### config.mk
export PLATFORM = sky130hd
export DESIGN_NAME = serial_subtractor
export DESIGN_NICKNAME = d
export VERILOG_FILES = /design/src/rtl/serial_sub_pkg.sv /design/src/rtl/serial_subtractor_fs_cell.sv /design/src/rtl/serial_subtractor.sv
export SDC_FILE = /design/constraint.sdc
export NUM_CORES = 1
export LEC_CHECK = 0
export ABC_AREA = 1
export CORE_MARGIN = 2
export CORE_UTILIZATION = 45
export DETAILED_ROUTE_END_ITERATION = 7
export HOLD_SLACK_MARGIN = 0.1
export PLACE_DENSITY = 0.73
export SLEW_MARGIN = 20
export SYNTH_ARGS = -nofsm -noshare
export SYNTH_HDL_FRONTEND = slang
export SYNTH_HIERARCHICAL = 1
export SYNTH_SLANG_ARGS = --single-unit
export TNS_END_PERCENT = 100
### constraint.sdc
create_clock -name clk -period 1 [get_ports clk]
set_input_delay 0.25 -clock clk [delete_from_list [all_inputs] [get_ports clk]]
set_output_delay 0.25 -clock clk [all_outputs]
set_load 0.03 [all_outputs]
### src/rtl/serial_sub_pkg.sv
// Shared types and constants for the bit-serial subtractor.
// Contents: FSM state encoding (IDLE/RUN/DONE), default operand width.
// Imported by serial_subtractor; no logic of its own.
package serial_sub_pkg;

   localparam int SERIAL_SUB_DEFAULT_WIDTH = 8;

   typedef enum logic [1:0] {
      IDLE = 2'd0,
      RUN  = 2'd1,
      DONE = 2'd2
   } state_t;

endpackage

### src/rtl/serial_subtractor_fs_cell.sv
// fs_cell: one-bit full subtractor, purely combinational.
// Ports: a (minuend bit), b (subtrahend bit), bi (borrow in) -> d (difference), bo (borrow out).
// Latency: zero cycles; no flow control.
module fs_cell (
   input  logic a,
   input  logic b,
   input  logic bi,
   output logic d,
   output logic bo
);

   assign d  = a ^ b ^ bi;
   // Borrow when the minuend bit is 0 against a 1, or the bits are equal and a borrow is pending.
   assign bo = (~a & b) | (~(a ^ b) & bi);

endmodule

### src/rtl/serial_subtractor.sv
// serial_subtractor: computes a - b - bin one bit per cycle, LSB first, using a single fs_cell.
// Ports: clk, rst (async, active high); start/a/b/bin request; busy, done, diff, bout result;
//        ovf (signed overflow) exists only when SERIAL_SUB_OVF_EN is defined.
// Latency: start accepted on edge t -> busy for WIDTH cycles, done pulses in the cycle after edge t+WIDTH+1.
// Backpressure: none; start is only honoured in IDLE or DONE and silently ignored while busy.
module serial_subtractor
   import serial_sub_pkg::*;
#(
   parameter int WIDTH = SERIAL_SUB_DEFAULT_WIDTH
) (
   input  logic             clk,
   input  logic             rst,
   input  logic             start,
   input  logic [WIDTH-1:0] a,
   input  logic [WIDTH-1:0] b,
   input  logic             bin,
   output logic             busy,
   output logic             done,
   output logic [WIDTH-1:0] diff,
`ifdef SERIAL_SUB_OVF_EN
   output logic             ovf,
`endif
   output logic             bout
);

   localparam int CW = $clog2(WIDTH + 1);
   localparam logic [CW-1:0] LAST_BIT = CW'(WIDTH - 1);

   state_t state;
   state_t state_nxt;

   // a_sh doubles as the result register: each processed minuend bit leaves at the LSB
   // and the matching difference bit enters at the MSB, so after WIDTH shifts it holds the result.
   logic [WIDTH-1:0] a_sh;
   logic [WIDTH-1:0] b_sh;
   logic             br;
   logic [CW-1:0]    cnt;

   logic accept;
   logic last_bit;
   logic cell_d;
   logic cell_bo;

`ifdef SERIAL_SUB_OVF_EN
   // Operand sign bits are shifted out during RUN, so keep a copy for the overflow test.
   logic a_msb;
   logic b_msb;
`endif

   assign accept   = start && (state != RUN);
   assign last_bit = (state == RUN) && (cnt == LAST_BIT);

   fs_cell u_fs_cell (
      .a  (a_sh[0]),
      .b  (b_sh[0]),
      .bi (br),
      .d  (cell_d),
      .bo (cell_bo)
   );

   // State register
   always_ff @(posedge clk or posedge rst) begin
      if (rst) begin
         state <= IDLE;
      end else begin
         state <= state_nxt;
      end
   end

   // Next-state logic
   always_comb begin
      state_nxt = state;
      unique case (state)
         IDLE:    if (start) state_nxt = RUN;
         RUN:     if (cnt == LAST_BIT) state_nxt = DONE;
         DONE:    state_nxt = start ? RUN : IDLE;
         default: state_nxt = IDLE;
      endcase
   end

   // Output logic
   always_comb begin
      busy = (state == RUN);
   end

   // done is registered off the DONE state, so the result is already stable a cycle before the pulse.
   always_ff @(posedge clk or posedge rst) begin
      if (rst) begin
         done <= 1'b0;
      end else begin
         done <= (state == DONE);
      end
   end

   // Serial datapath and result registers
   always_ff @(posedge clk or posedge rst) begin
      if (rst) begin
         a_sh  <= '0;
         b_sh  <= '0;
         br    <= 1'b0;
         cnt   <= '0;
         diff  <= '0;
         bout  <= 1'b0;
`ifdef SERIAL_SUB_OVF_EN
         a_msb <= 1'b0;
         b_msb <= 1'b0;
         ovf   <= 1'b0;
`endif
      end else if (accept) begin
         a_sh  <= a;
         b_sh  <= b;
         br    <= bin;
         cnt   <= '0;
`ifdef SERIAL_SUB_OVF_EN
         a_msb <= a[WIDTH-1];
         b_msb <= b[WIDTH-1];
`endif
      end else if (state == RUN) begin
         a_sh <= {cell_d, a_sh[WIDTH-1:1]};
         b_sh <= b_sh >> 1;
         br   <= cell_bo;
         cnt  <= cnt + CW'(1);
         if (last_bit) begin
            diff <= {cell_d, a_sh[WIDTH-1:1]};
            bout <= cell_bo;
`ifdef SERIAL_SUB_OVF_EN
            // The last processed difference bit is the result's sign bit.
            ovf  <= (a_msb != b_msb) && (cell_d != a_msb);
`endif
         end
      end
   end

endmodule

==> out/summary.txt, run 1 <==
Avg Cell Area, Syn = 8.72 um^2
final setup fails = 44
Clock Latency Late Sink = 0.35 ns
Final Max Tran Viols = 0
Antenna Nets Post-Route = 0
headroom to the max-slew limit = 86.9%
Initial Utilization = 47.9%
Post-CTS Hold Buffers = 0
failing checks = negative setup slack
core box area = 0.00308 mm^2
LEAKAGE = 0.00117 uW
row count = 20
Reg clk slew, reported paths = 0.11 ns
vias per cell = 5.08
CTS sink count = 33
GRT Util Overall = 22.1%
WL final = 3.95 mm
area delta synth->final = 58.5%
Netlist Area Pre-Place = 0.00147 mm^2
synthesis-stage register bit count = 33
drt drc = 0
filler cell count = 226
initial antenna violation count = 0
Placed Area = 0.00196 mm^2
WS Path Type = reg -> reg
Die X = 61.2 um
Max FO, Critical Path = 7
post-synthesis cell count = 169
placed wire-length estimate = 2.37 mm
fraction of layout cells with a size suffix above 1 = 41.8%
min-delay worst type = in -> async
final hold vios = 0
I/O pin count = 31
post-synth top area cell = dfrtp_1
PnR worst setup slack = -0.312 ns
status = complete, but fails checks
vias in the first global route = 1362
synth top area cells = dfrtp_1 (56%), nand2_1 (18%), nand3_1 (11%)
Clock Path Buffers = 2
Post-Route Utilization = 75.9%
CTS Root Cell = clkbuf_4
crit share post-route = 131%
Worst Max-Slew Pin Slew = 0.197 ns
gpl congestion = 0.801
YS warnings = 6
final worst clock skew = 0.0108 ns
RSZ-0062 raised after global routing = true
Synth cell types = 20
Critical Path RT = 1.23 ns
global-route wire length before repair = 5.84 mm
number of buffers created by CTS = 5
P per Cell Area = 2970 mW/mm^2
max_cap viols = 0
largest net degree at the start of global routing = 34
global route overflow = 0
TritonCTS clock tree = built
fmax = 0.762 GHz
H-tree depth = 2
Seq/Total Area, Yosys = 56.0%
final antenna diode count = 0
crit path launch type = flip-flop
syn nets = 191
# nets final = 260
die footprint = 0.00375 mm^2
Routed wire per std cell = 13.9 um
crit path DAT = 1.54 ns
Yosys top cell area share = 56.0%
initial DRC count = 84
via count = 1438
first drt pass iteration count = 5
port buffer count = 30
Max rail drop VDD = 1.30 mV
Die Ht = 61.2 um
Worst setup EP type = flip-flop
final instance area = 0.00234 mm^2
post-layout min period = 1.31 ns
[state kept, by name, indices dropped and copies added, names as in the netlist]
name and count:
b_sh 8, a_sh 8, br 1, done 1, diff 8, cnt 4
state 2, bout 1
[layout make-up]
cell class	instances	area, um^2	share of cell area [%]
flip-flops and latches	33	826	35.4
multi-input cells	120	696	29.8
repair buffers	65	624	26.7
inverters	11	66.3	2.84
well taps	44	55.1	2.36
clock buffers	6	41.3	1.77
repair inverters	2	17.5	0.750
clock inverters	2	10.0	0.428
[repair_timing]
item | 4_1_cts | 5_1_grt
gates resized for setup | 35 | 21
cloned | 2 | 1
setup buffers | 10 | 6
setup endpoints to repair | 42 | 43
pin swaps | 7 | 9
[cells in the mapped netlist]
master,n
nand2_1,70
dfrtp_1,33
nand3_1,33
inv_1,6
inv_2,4
nor2_1,4
buf_6,3
nand2_2,3
buf_4,2
a21oi_1,1
buf_2,1
clkinv_4,1
fa_1,1
ha_1,1
nand2_4,1
nor2_2,1
nor2_4,1
o21ai_0,1
o21ai_2,1
o22ai_1,1
[final timing paths]
| path | start | endpoint | slack [ns] | cells past startpoint |
|---|---|---|---|---|
| max in group asynchronous | rst | b_sh[3] | 0.58 | 3 |
| worst min register to register | b_sh[1] | b_sh[1] | 0.49 | 2 |
| worst max register to register | state[1] | br | -0.31 | 8 |
| min in group clk | b[7] | b_sh[7] | 0.45 | 3 |
| worst min-delay path | rst | diff[2] | 0.23 | 3 |
| worst max-delay path | state[1] | br | -0.31 | 8 |
[cell usage in the layout (no fill, tap or decap), types with 3 or more instances in the layout]
cell type,n
inv_2,4
nand2_1,54
inv_1,3
dfrtp_1,33
buf_4,27
nand3_1,23
clkdlybuf4s50_1,19
nor2_1,3
buf_6,17
clkbuf_4,5
nand3_2,10
nand2_4,3
nand2_2,16
[power breakdown]
| group | switching, uW | leakage (uW) | internal [uW] |
|---|---|---|---|
| sequential | 467 | 0.000414 | 1920 |
| combinational | 2010 | 0.000724 | 1810 |
| clock | 471 | 0.0000320 | 268 |
[worst max-delay path: stages (launching register included)]
cell,delay [ns]
dfrtp_1,0.44
buf_4,0.15
buf_6,0.12
inv_6,0.07
nand2_8,0.09
nand2_8,0.11
clkinv_8,0.08
nand2_1,0.07
nand3_1,0.07
[through the flow]
stage | worst slack (ns) | setup TNS [ns] | hold WS, ns | std cells | power, uW
floorplan | -0.0866 | -0.904 | 0.367 | 169 | 4190
global placement | -0.319 | -7.35 | 0.462 | 256 | 5010
detailed placement | -0.349 | -8.32 | 0.469 | 256 | 5140
CTS | -0.297 | -5.90 | 0.252 | 276 | 6560
global route | -0.352 | -11.21 | 0.248 | 283 | 7420
finish | -0.312 | -9.32 | 0.234 | 283 | 6950
[metal layers]
metal	vias to the layer above	share of wire [%]	wire length, um	GRT usage, %
met5	-	0	0	0
met4	0	1.2	48	9.63
met3	7	4.7	186	5.04
met2	44	53	2090	39.7
met1	709	41	1620	25.1
li1	678	-	-	-
[cells by family (layout without fill, tap and decap cells)]
kind of cell	after synthesis	count (layout)	share of synthesized area (%)
adder cells (fa/ha/maj)	2	2	2.21
buffers and inverters	17	86	6.79
AO/OA/AOI/OAI	4	4	1.70
AND/OR/NAND/NOR	113	114	33.3
flip-flops	33	33	56.0
Power figures use the tool's default switching activity.
==> inputs of run 2 (changes only) <==
--- a/config.mk
+++ b/config.mk
@@ -6,6 +6,7 @@
 export NUM_CORES = 1
 export LEC_CHECK = 0
 export ABC_AREA = 1
+export CAP_MARGIN = 30
 export CORE_MARGIN = 2
 export CORE_UTILIZATION = 45
 export DETAILED_ROUTE_END_ITERATION = 7
==> results of run 2 <==
No change in the layout: final DEF, timing and power equal those of run 1.
==> inputs of run 3 (changes only) <==
--- a/config.mk
+++ b/config.mk
@@ -9,6 +9,7 @@
 export CAP_MARGIN = 30
 export CORE_MARGIN = 2
 export CORE_UTILIZATION = 45
+export CTS_CLUSTER_SIZE = 25
 export DETAILED_ROUTE_END_ITERATION = 7
 export HOLD_SLACK_MARGIN = 0.1
 export PLACE_DENSITY = 0.73
==> results of run 3 <==
No change in the layout: final DEF, timing and power equal those of run 1.
